==> src/rtl/ir_disp_arb_pkg.sv <==
// Shared types and defaults for the IR / background display arbiter.
// Imported by the arbiter top and its millisecond timer.
package ir_disp_arb_pkg;

  typedef enum logic [1:0] {
    ST_BG   = 2'd0,
    ST_SHOW = 2'd1,
    ST_GAP  = 2'd2
  } state_e;

  localparam int CNT_1MS_DEF = 50_000;

  function automatic int cw(input int n);
    return (n > 1) ? $clog2(n) : 1;
  endfunction

endpackage

==> src/rtl/ir_disp_arb_ms_timer.sv <==
// Millisecond timebase with a selectable last-ms index.
// done_o pulses on the final cycle of the selected interval.
module ir_disp_arb_ms_timer
  import ir_disp_arb_pkg::*;
#(
  parameter  int CNT_1MS = CNT_1MS_DEF,
  parameter  int MAX_MS  = 3000,
  localparam int UW      = cw(CNT_1MS),
  localparam int MW      = cw(MAX_MS)
) (
  input  logic          clk_i,
  input  logic          rst_ni,
  input  logic          clr_i,
  input  logic [MW-1:0] last_ms_i,
  output logic          done_o
);

  logic [UW-1:0] us_q, us_d;
  logic [MW-1:0] ms_q, ms_d;
  logic          us_wrap;

  assign us_wrap = (us_q == UW'(CNT_1MS - 1));
  assign done_o  = us_wrap & (ms_q == last_ms_i);

  always_comb begin
    us_d = us_wrap ? '0 : us_q + 1'b1;
    ms_d = ms_q;
    if (us_wrap) begin
      ms_d = (ms_q == MW'(MAX_MS - 1)) ? '0 : ms_q + 1'b1;
    end
    if (clr_i) begin
      us_d = '0;
      ms_d = '0;
    end
  end

  always_ff @(posedge clk_i or negedge rst_ni) begin
    if (!rst_ni) begin
      us_q <= '0;
      ms_q <= '0;
    end else begin
      us_q <= us_d;
      ms_q <= ms_d;
    end
  end

endmodule

==> src/rtl/ir_disp_arb.sv <==
// Shares the 6-digit display between the IR receiver and a background source.
// IR frames/repeats pre-empt the background, hold, blank, then hand back.
module ir_disp_arb
  import ir_disp_arb_pkg::*;
#(
  parameter int CNT_1MS = CNT_1MS_DEF,
  parameter int HOLD_MS = 3000,
  parameter int GAP_MS  = 200
) (
  input  logic        sys_clk,
  input  logic        sys_rst_n,
  input  logic [19:0] ir_data,
  input  logic        repeat_en,
  input  logic [19:0] bg_data,
  input  logic [5:0]  bg_point,
  input  logic        bg_sign,
  input  logic        bg_en,
  output logic [19:0] data,
  output logic [5:0]  point,
  output logic        sign,
  output logic        seg_en,
  output logic        ir_active
);

  localparam int MAX_MS = (HOLD_MS > GAP_MS) ? HOLD_MS : GAP_MS;
  localparam int MW     = cw(MAX_MS);

  state_e      st_q, st_d;
  logic        armed_q;
  logic [19:0] ir_prev_q;
  logic        rep_d_q;
  logic        nf_q, re_q;
  logic [19:0] lat_q, lat_d;
  logic [19:0] data_q, data_d;
  logic [5:0]  point_q, point_d;
  logic        sign_q, sign_d;
  logic        seg_en_q, seg_en_d;
  logic        act_q, act_d;
  logic        trig, clr, done;
  logic [MW-1:0] last_ms;

  // armed_q masks the first cycle after reset so a value that was
  // already present on ir_data is taken as the baseline, not a frame.
  always_ff @(posedge sys_clk or negedge sys_rst_n) begin
    if (!sys_rst_n) begin
      armed_q   <= 1'b0;
      ir_prev_q <= '0;
      rep_d_q   <= 1'b0;
      nf_q      <= 1'b0;
      re_q      <= 1'b0;
    end else begin
      armed_q   <= 1'b1;
      ir_prev_q <= ir_data;
      rep_d_q   <= repeat_en;
      nf_q      <= armed_q & (ir_data != ir_prev_q);
      re_q      <= armed_q & repeat_en & ~rep_d_q;
    end
  end

  assign trig    = nf_q | re_q;
  assign clr     = trig | (st_d != st_q);
  assign last_ms = (st_q == ST_GAP) ? MW'(GAP_MS - 1) : MW'(HOLD_MS - 1);

  ir_disp_arb_ms_timer #(
    .CNT_1MS (CNT_1MS),
    .MAX_MS  (MAX_MS)
  ) u_tmr (
    .clk_i     (sys_clk),
    .rst_ni    (sys_rst_n),
    .clr_i     (clr),
    .last_ms_i (last_ms),
    .done_o    (done)
  );

  always_comb begin
    st_d  = st_q;
    lat_d = lat_q;
    unique case (st_q)
      ST_BG: begin
        if (trig) begin
          st_d  = ST_SHOW;
          lat_d = ir_prev_q;
        end
      end
      ST_SHOW: begin
        if (nf_q) lat_d = ir_prev_q;
        if (!trig && done) st_d = ST_GAP;
      end
      ST_GAP: begin
        if (nf_q) lat_d = ir_prev_q;
        if (trig) st_d = ST_SHOW;
        else if (done) st_d = ST_BG;
      end
      default: st_d = ST_BG;
    endcase
  end

  always_comb begin
    data_d   = lat_d;
    point_d  = '0;
    sign_d   = 1'b0;
    seg_en_d = 1'b0;
    act_d    = 1'b0;
    if (st_d == ST_BG) begin
      data_d   = bg_data;
      point_d  = bg_point;
      sign_d   = bg_sign;
      seg_en_d = bg_en;
    end else if (st_d == ST_SHOW) begin
      seg_en_d = 1'b1;
      act_d    = 1'b1;
    end
  end

  always_ff @(posedge sys_clk or negedge sys_rst_n) begin
    if (!sys_rst_n) begin
      st_q     <= ST_BG;
      lat_q    <= '0;
      data_q   <= '0;
      point_q  <= '0;
      sign_q   <= 1'b0;
      seg_en_q <= 1'b0;
      act_q    <= 1'b0;
    end else begin
      st_q     <= st_d;
      lat_q    <= lat_d;
      data_q   <= data_d;
      point_q  <= point_d;
      sign_q   <= sign_d;
      seg_en_q <= seg_en_d;
      act_q    <= act_d;
    end
  end

  assign data      = data_q;
  assign point     = point_q;
  assign sign      = sign_q;
  assign seg_en    = seg_en_q;
  assign ir_active = act_q;

endmodule

==> config.mk <==
export PLATFORM = sky130hd
export DESIGN_NAME = ir_disp_arb
export DESIGN_NICKNAME = d
export VERILOG_FILES = /design/src/rtl/ir_disp_arb_pkg.sv /design/src/rtl/ir_disp_arb_ms_timer.sv /design/src/rtl/ir_disp_arb.sv
export SDC_FILE = /design/constraint.sdc
export NUM_CORES = 1
export LEC_CHECK = 0
export BUFFER_PORTS_ARGS = -buffer_cell sky130_fd_sc_hd__buf_2
export CORE_UTILIZATION = 35
export CTS_CLUSTER_DIAMETER = 120
export CTS_CLUSTER_SIZE = 14
export DETAILED_ROUTE_END_ITERATION = 12
export GPL_ROUTABILITY_DRIVEN = 0
export MAX_ROUTING_LAYER = met4
export SLEW_MARGIN = 15
export SYNTH_ARGS = -nofsm -noshare
export SYNTH_HDL_FRONTEND = slang
export SYNTH_HIERARCHICAL = 1
export SYNTH_SLANG_ARGS = --single-unit
==> constraint.sdc <==
create_clock -name sys_clk -period 4.4 [get_ports sys_clk]
set_clock_uncertainty 0.1 [all_clocks]
set_input_delay 0.44 -clock sys_clk [delete_from_list [all_inputs] [get_ports sys_clk]]
set_output_delay 0.44 -clock sys_clk [all_outputs]
set_load 0.005 [all_outputs]
==> results of run 1 <==
-- power breakdown --
part	internal (W)	switching, W	leakage (nW)	total [W]
registers	0.000992	0.0000196	1.30	0.00101
clock network	0.000389	0.000350	0.127	0.000739
logic	0.0000758	0.0000751	1.03	0.000151
total	0.00146	0.000444	2.45	0.00190
-- cells in the final DEF, fill, tap and decap left out, drive strengths merged, types with 2 or more instances in the layout --
cell type and n:
or2 2, xor2 16, ha 7, o21ai 10, a22o 20, a32o 8
dfrtp 103, nor4b 3, nor2 24, nor3 6, and3 7, and4 3
o31ai 2, conb 7, nand2b 2, or4 2, clkbuf 11, nand2 13
mux2 20, or3 3, xnor2 28, and4bb 3, buf 87, inv 12
a21oi 9, o211ai 2, nor4 8, nor2b 4, and2 7, clkinvlp 2
nand4 13, nand3 14
-- metal layers --
metal	GRT usage [%]	up-vias	wire (um)
met2	24.50	78	4476
met5	-	-	0
met1	19.82	1586	4346
met4	4.726	0	105
li1	-	1520	-
met3	4.377	10	515
-- layout make-up --
cell class | count | area [um^2]
Inverter | 10 | 37.54
Clock buffer | 11 | 232.7
Multi-Input combinational cell | 253 | 1954
Tap cell | 172 | 215.2
Sequential cell | 103 | 2577
Fill cell | 1202 | 7257
Timing Repair Buffer | 87 | 457.9
Clock inverter | 5 | 41.29
-- worst max path at each step --
stage	startpoint	endpoint	slack (ns)	depth (start not counted)
2_1_floorplan	st_q[0]$_DFF_PN0_	u_tmr/ms_q[8]$_DFFE_PN0P_	1.19	13
5_1_grt	st_q[0]$_DFF_PN0_	u_tmr/us_q[13]$_DFF_PN0_	0.24	13
6_report	st_q[0]$_DFF_PN0_	u_tmr/us_q[13]$_DFF_PN0_	0.62	13
3_3_place_gp	st_q[0]$_DFF_PN0_	u_tmr/us_q[13]$_DFF_PN0_	0.79	13
3_5_place_dp	st_q[0]$_DFF_PN0_	u_tmr/us_q[13]$_DFF_PN0_	0.63	13
4_1_cts	st_q[0]$_DFF_PN0_	u_tmr/us_q[13]$_DFF_PN0_	0.58	13
-- stage by stage --
step	instance area (um^2)	power (W)	instances	hold WS [ns]	setup WS, ns
after global routing	5517	0.001985	641	0.1076	0.2402
after detailed placement	5243	0.001183	625	0.2955	0.6320
after floorplan	4658	0.001101	382	0.04441	1.192
after CTS	5517	0.001935	641	0.1050	0.5837
after global placement	5243	0.001181	625	0.2810	0.7920
final	5517	0.001901	641	0.1212	0.6195
-- cell families (layout without fill, tap and decap cells) --
kind of cell / count (synthesis) / in the layout
adder cells (fa/ha/maj): 7 / 7
flip-flops: 103 / 103
AND/OR/NAND/NOR: 114 / 114
multiplexers: 20 / 20
other: 2 / 7
buffers and inverters: 26 / 113
AO/OA/AOI/OAI: 61 / 61
XOR/XNOR: 44 / 44
-- sequential cells by signal, summed over array words and instances (netlist names) --
name,flops
rep_d_q,1
lat_q,20
re_q,1
point,6
armed_q,1
ir_active,1
st_q,2
u_tmr/us_q,16
data,20
sign,1
seg_en,1
u_tmr/ms_q,12
nf_q,1
ir_prev_q,20
-- worst register-to-register path, delay by kind of cell (launching register included) --
kind,cells,cell delay (ns)
fa+ha+maj,1,0.28
compound gates,4,1.14
buf+inv,3,0.53
simple gates,3,0.89
flops,1,0.41
xor+xnor,2,0.34
==> flow_metrics.py, run 1 <==
metrics = {
    "run_status": {
        "status": "finished, final reports clean",
    },
    "pwr": {
        "power_density_nw_per_um2": 344.6,
        "leakagePower_nw": 2.454,
        "vdd_drop_max_mv": 0.2815,
    },
    "yosys": {
        "yosysUniqueCellTypes": 52,
        "synth_async_sr_flop_share_pct": 100.0,
        "ys_top_cells_by_area": "dfrtp_1, xnor2_1, mux2_4",
        "avgSynthCellArea_um2": 12.31,
        "ys_seq_area_share_pct": 55.56,
        "synthTopCellsByCount": "dfrtp_1, xnor2_1, nor2_1, a22o_1, xor2_1",
        "synth-compound-area-share_pct": 10.76,
        "synthFlopType": "dfrtp_1",
        "synthAdderAreaFrac_pct": 1.888,
        "synth_mux_area_share_pct": 5.906,
        "synth_xor_area_share_pct": 8.306,
        "yosys.area_share.simple_pct": 14.70,
        "yosys_warnings": 6,
        "yosys.area.top_type": "dfrtp_1",
        "synth_area_um2": 4639,
        "ys_seq_elements": 103,
        "synthCells": 377,
        "synth_top_family_by_area": "simple AND/OR/NAND/NOR gates",
        "netlist.area_leader.share_pct": 55.56,
        "synth_edf_count": 0,
        "synth_most_common_cell": "dfrtp_1",
    },
    "clock_tree": {
        "cts_setup_buffers": 0,
        "cts_tree": "built",
        "post_cts_resize_count": 0,
        "path_clk_slew_ns": 0.07,
        "clk_path_buf_depth": 2,
        "clock_sinks": 103,
        "hold_buffers": 0,
        "clk_latency_ns": 0.34,
        "cts_buffers": 9,
        "cts_max_level": 3,
        "cts_root_buffer": "clkbuf_16",
    },
    "worst_hold_path": {
        "hp-class": "in2reg",
        "worstHoldPathCells": 1,
        "hold_start": "ir_data[19]",
        "holdPathEnd": "ir_prev_q[19]$_DFF_PN0_",
    },
    "floorplan": {
        "coreArea_um2": 12770,
        "chipWidth_um": 117.1,
        "die-area_um2": 13720,
        "start_util_pct": 36.32,
        "rows": 41,
        "die_y_um": 117.1,
        "ioPinCount": 80,
    },
    "worst_setup_path": {
        "crit_top_cell": "inv_1",
        "cp.arrival_ns": 3.93,
        "endpoint_kind": "register",
        "path_cells": "inv_1 -> ha_1 -> inv_1 -> xnor2_1 -> nand4_1 -> nor4_1 -> a21oi_1 -> a211oi_4 -> xnor2_1 -> o211ai_1 -> inv_1 -> nand2_1 -> a21oi_1",
        "critical_path_peak_fanout": 14,
        "max_stage_delay_ns": 0.48,
        "rrSetupSlack_ns": 0.62,
        "worstPathRequired_ns": 4.55,
        "critPathKind": "reg2reg",
        "critPathSlowestCell": "nor4_1",
        "cpLargestDelayFamily": "compound AO/OA/AOI/OAI gates",
        "rr_startpoint": "st_q[0]$_DFF_PN0_",
        "critPathLaunchType": "register",
        "worst-path-buf-inv": 3,
        "r2r_cells": 13,
        "reg2reg_to": "u_tmr/us_q[13]$_DFF_PN0_",
    },
    "placed_design": {
        "dpl.hpwl_mm": 6.629,
        "numPortBuffers": 79,
    },
    "grt": {
        "grt_pass1_wl_mm": 15.89,
        "grt_pass1_vias": 3251,
        "antenna_found_initial": 0,
        "grt_max_degree": 76,
        "grt-ovfl-total": 0,
        "grtUsageTotal_pct": 15.67,
    },
    "routing": {
        "first_iter_violations": 141,
        "drtPass1Iterations": 4,
        "ant_nets": 0,
        "viasPerCell": 4.983,
        "route.detailed.drc": 0,
        "wl_per_cell_um": 14.73,
        "drt_wl_total_mm": 9.444,
        "vias": 3194,
    },
    "sta": {
        "final.setup.tns_ns": 0,
        "rsz0062_at_grt": "false",
        "tightest_slew_ns": 0.9463,
        "layout_min_cycle_time_ns": 3.780,
        "setup_viol": 0,
        "drv_slew": 0,
        "fmax_mhz": 264.5,
        "period_share_pct": 85.92,
        "slew_headroom_pct": 36.91,
        "hold_violations": 0,
    },
    "finish": {
        "synthToLayoutAreaGrowth_pct": 18.91,
        "antenna_cells": 0,
        "drive_gt1_share_pct": 29.85,
        "fin_util_pct": 43.19,
        "final_nets": 522,
    },
    "run": {
        "cap_violations": 0,
    },
}
No activity file was read; power rests on OpenSTA's default activity.
==> inputs of run 2 (changes only) <==
==> constraint.sdc (replaced) <==
create_clock -name sys_clk -period 3.4 [get_ports sys_clk]
set_clock_uncertainty 0.1 [all_clocks]
set_input_delay 0.34 -clock sys_clk [delete_from_list [all_inputs] [get_ports sys_clk]]
set_output_delay 0.34 -clock sys_clk [all_outputs]
set_load 0.005 [all_outputs]
==> run 2 against run 1 <==
The run now ends with negative hold slack left. Sequential cell count unchanged. Utilization grew 0.76 points. Die area stayed put. Non-clock buffer count increased by 6. First-iteration DRC count rose by 12%. Critical path depth rose by 2. Via count up 0.81%. Register-to-register slack got worse by 0.41 ns. Total power grew 31%. Count of clock-buffer cells in the layout down 1.
==> flow_metrics.py, run 2 (synthesis results as in run 1) <==
metrics = {
    "routing": {
        "wl_per_cell_um": 14.96,
        "viasPerCell": 4.977,
        "drtPass1Iterations": 4,
        "ant_nets": 0,
        "drt_wl_total_mm": 9.682,
        "vias": 3220,
        "route.detailed.drc": 0,
        "first_iter_violations": 158,
    },
    "worst_setup_path": {
        "cp.arrival_ns": 3.38,
        "critPathLaunchType": "register",
        "worst-path-buf-inv": 4,
        "endpoint_kind": "register",
        "reg2reg_to": "u_tmr/ms_q[8]$_DFFE_PN0P_",
        "rr_startpoint": "st_q[0]$_DFF_PN0_",
        "cpLargestDelayFamily": "compound AO/OA/AOI/OAI gates",
        "r2r_cells": 15,
        "critical_path_peak_fanout": 8,
        "worstPathRequired_ns": 3.59,
        "critPathKind": "reg2reg",
        "max_stage_delay_ns": 0.43,
        "path_cells": "inv_2 -> ha_2 -> inv_1 -> xnor2_1 -> nand4_1 -> nor4_2 -> buf_4 -> nor2b_1 -> o211ai_1 -> a211oi_4 -> xnor2_1 -> o211ai_1 -> buf_4 -> nor4_1 -> a32o_1",
        "critPathSlowestCell": "a211oi_4",
        "rrSetupSlack_ns": 0.21,
    },
    "finish": {
        "drive_gt1_share_pct": 31.37,
        "mostFrequentLayoutCells": "dfrtp_1, buf_2, xnor2_1",
        "final_common_cell": "dfrtp_1",
        "synthToLayoutAreaGrowth_pct": 21.01,
        "nFillCells": 1186,
        "fin_util_pct": 43.95,
        "final_nets": 528,
        "antenna_cells": 0,
    },
    "sta": {
        "slew_headroom_pct": 45.52,
        "fmax_mhz": 313.5,
        "tightest_slew_ns": 0.8172,
        "holdWs_ns": -0.02240,
        "setup_viol": 0,
        "final.setup.tns_ns": 0,
        "worst_slack_ns": 0.2101,
        "drv_slew": 0,
        "rsz0062_at_grt": "false",
        "layout_min_cycle_time_ns": 3.190,
        "hold_violations": 9,
        "period_share_pct": 93.82,
    },
    "clock_tree": {
        "path_clk_slew_ns": 0.07,
        "cts_root_buffer": "clkbuf_16",
        "clk_path_buf_depth": 2,
        "cts_tree": "built",
        "cts_max_level": 3,
        "clock_sinks": 103,
        "clk_latency_ns": 0.35,
        "cts_buffers": 9,
    },
    "floorplan": {
        "rows": 41,
        "die_y_um": 117.1,
        "start_util_pct": 36.32,
        "coreArea_um2": 12770,
        "ioPinCount": 80,
        "chipWidth_um": 117.1,
        "die-area_um2": 13720,
    },
    "pwr": {
        "vdd_drop_max_mv": 0.3894,
        "leakagePower_nw": 2.493,
        "power_density_nw_per_um2": 444.3,
    },
    "placed_design": {
        "dpl.hpwl_mm": 6.780,
        "numPortBuffers": 79,
        "dp_slack_ns": 0.05934,
    },
    "run_status": {
        "violations": "negative hold slack",
        "status": "complete, but fails checks",
    },
    "grt": {
        "grt_pass1_wl_mm": 16.24,
        "grt_pass1_vias": 3321,
        "antenna_found_initial": 0,
        "grt-ovfl-total": 0,
        "grt_max_degree": 64,
        "grtUsageTotal_pct": 16.07,
    },
    "worst_hold_path": {
        "hp-class": "in2async",
    },
    "run": {
        "cap_violations": 0,
    },
}
==> run 2: changes by cell type in the layout (fill, tap and decap cells not counted), moves of 2 or more <==
cell,change
buf_12,+2
inv_8,+2
nor4_1,-2
nor4_2,+2
buf_4,+2
inv_6,-2
dlygate4sd3_1,+2
==> run 2: what timing repair did <==
| action | CTS | global route |
|---|---|---|
| endpoints found under the hold margin | 2 | 0 |
| hold buffers | 2 | 0 |
| gates resized for setup | 0 | 4 |
| buffers inserted | 0 | 1 |
| endpoints found under the setup margin | 0 | 24 |
==> run 2: per-stage QoR <==
stage          hold WS, ns  cell area, um^2  total power [W]  cells
2_1_floorplan     -0.05559             4658         0.001425    382
3_3_place_gp        0.2808             5290         0.001533    628
3_5_place_dp        0.2863             5290         0.001537    628
4_1_cts          0.0006075             5592         0.002534    646
5_1_grt           0.001907             5614         0.002607    647
6_report          -0.02240             5614         0.002494    647
==> run 2: routing by layer <==
metal,routed length [um],GRT usage (%),part of all wire (%)
met3,574,4.840,5.9
met4,104,4.895,1.1
met1,4456,20.83,46
met5,0,-,0
met2,4546,24.26,47
==> run 2: worst max-delay path by stage <==
stage                            startpoint                         to  slack [ns]  cells after the start
final                     st_q[0]$_DFF_PN0_  u_tmr/ms_q[8]$_DFFE_PN0P_        0.21                     15
after global routing      st_q[0]$_DFF_PN0_  u_tmr/ms_q[8]$_DFFE_PN0P_       0.004                     15
after CTS                 st_q[0]$_DFF_PN0_  u_tmr/ms_q[8]$_DFFE_PN0P_        0.03                     14
after detailed placement  st_q[0]$_DFF_PN0_  u_tmr/ms_q[8]$_DFFE_PN0P_        0.06                     14
after global placement    st_q[0]$_DFF_PN0_  u_tmr/ms_q[7]$_DFFE_PN0P_        0.27                     14
after floorplan           st_q[0]$_DFF_PN0_  u_tmr/ms_q[8]$_DFFE_PN0P_        0.19                     13
==> run 2: final cells by class <==
cell class              instances  area, um^2  share of cell area [%]
flip-flops and latches        103        2577                   45.91
well taps                     172       215.2                   3.833
multi-input cells             253        1969                   35.08
repair buffers                 93       533.0                   9.494
clock buffers                  10       229.0                   4.078
inverters                      10       37.54                  0.6686
clock inverters                 6       52.55                  0.9360
==> run 2: where the power goes <==
group | switching, W | internal (W)
Sequential | 0.0000251 | 0.00128
Combinational | 0.000101 | 0.000104
Clock | 0.000473 | 0.000508
Total | 0.000599 | 0.00190
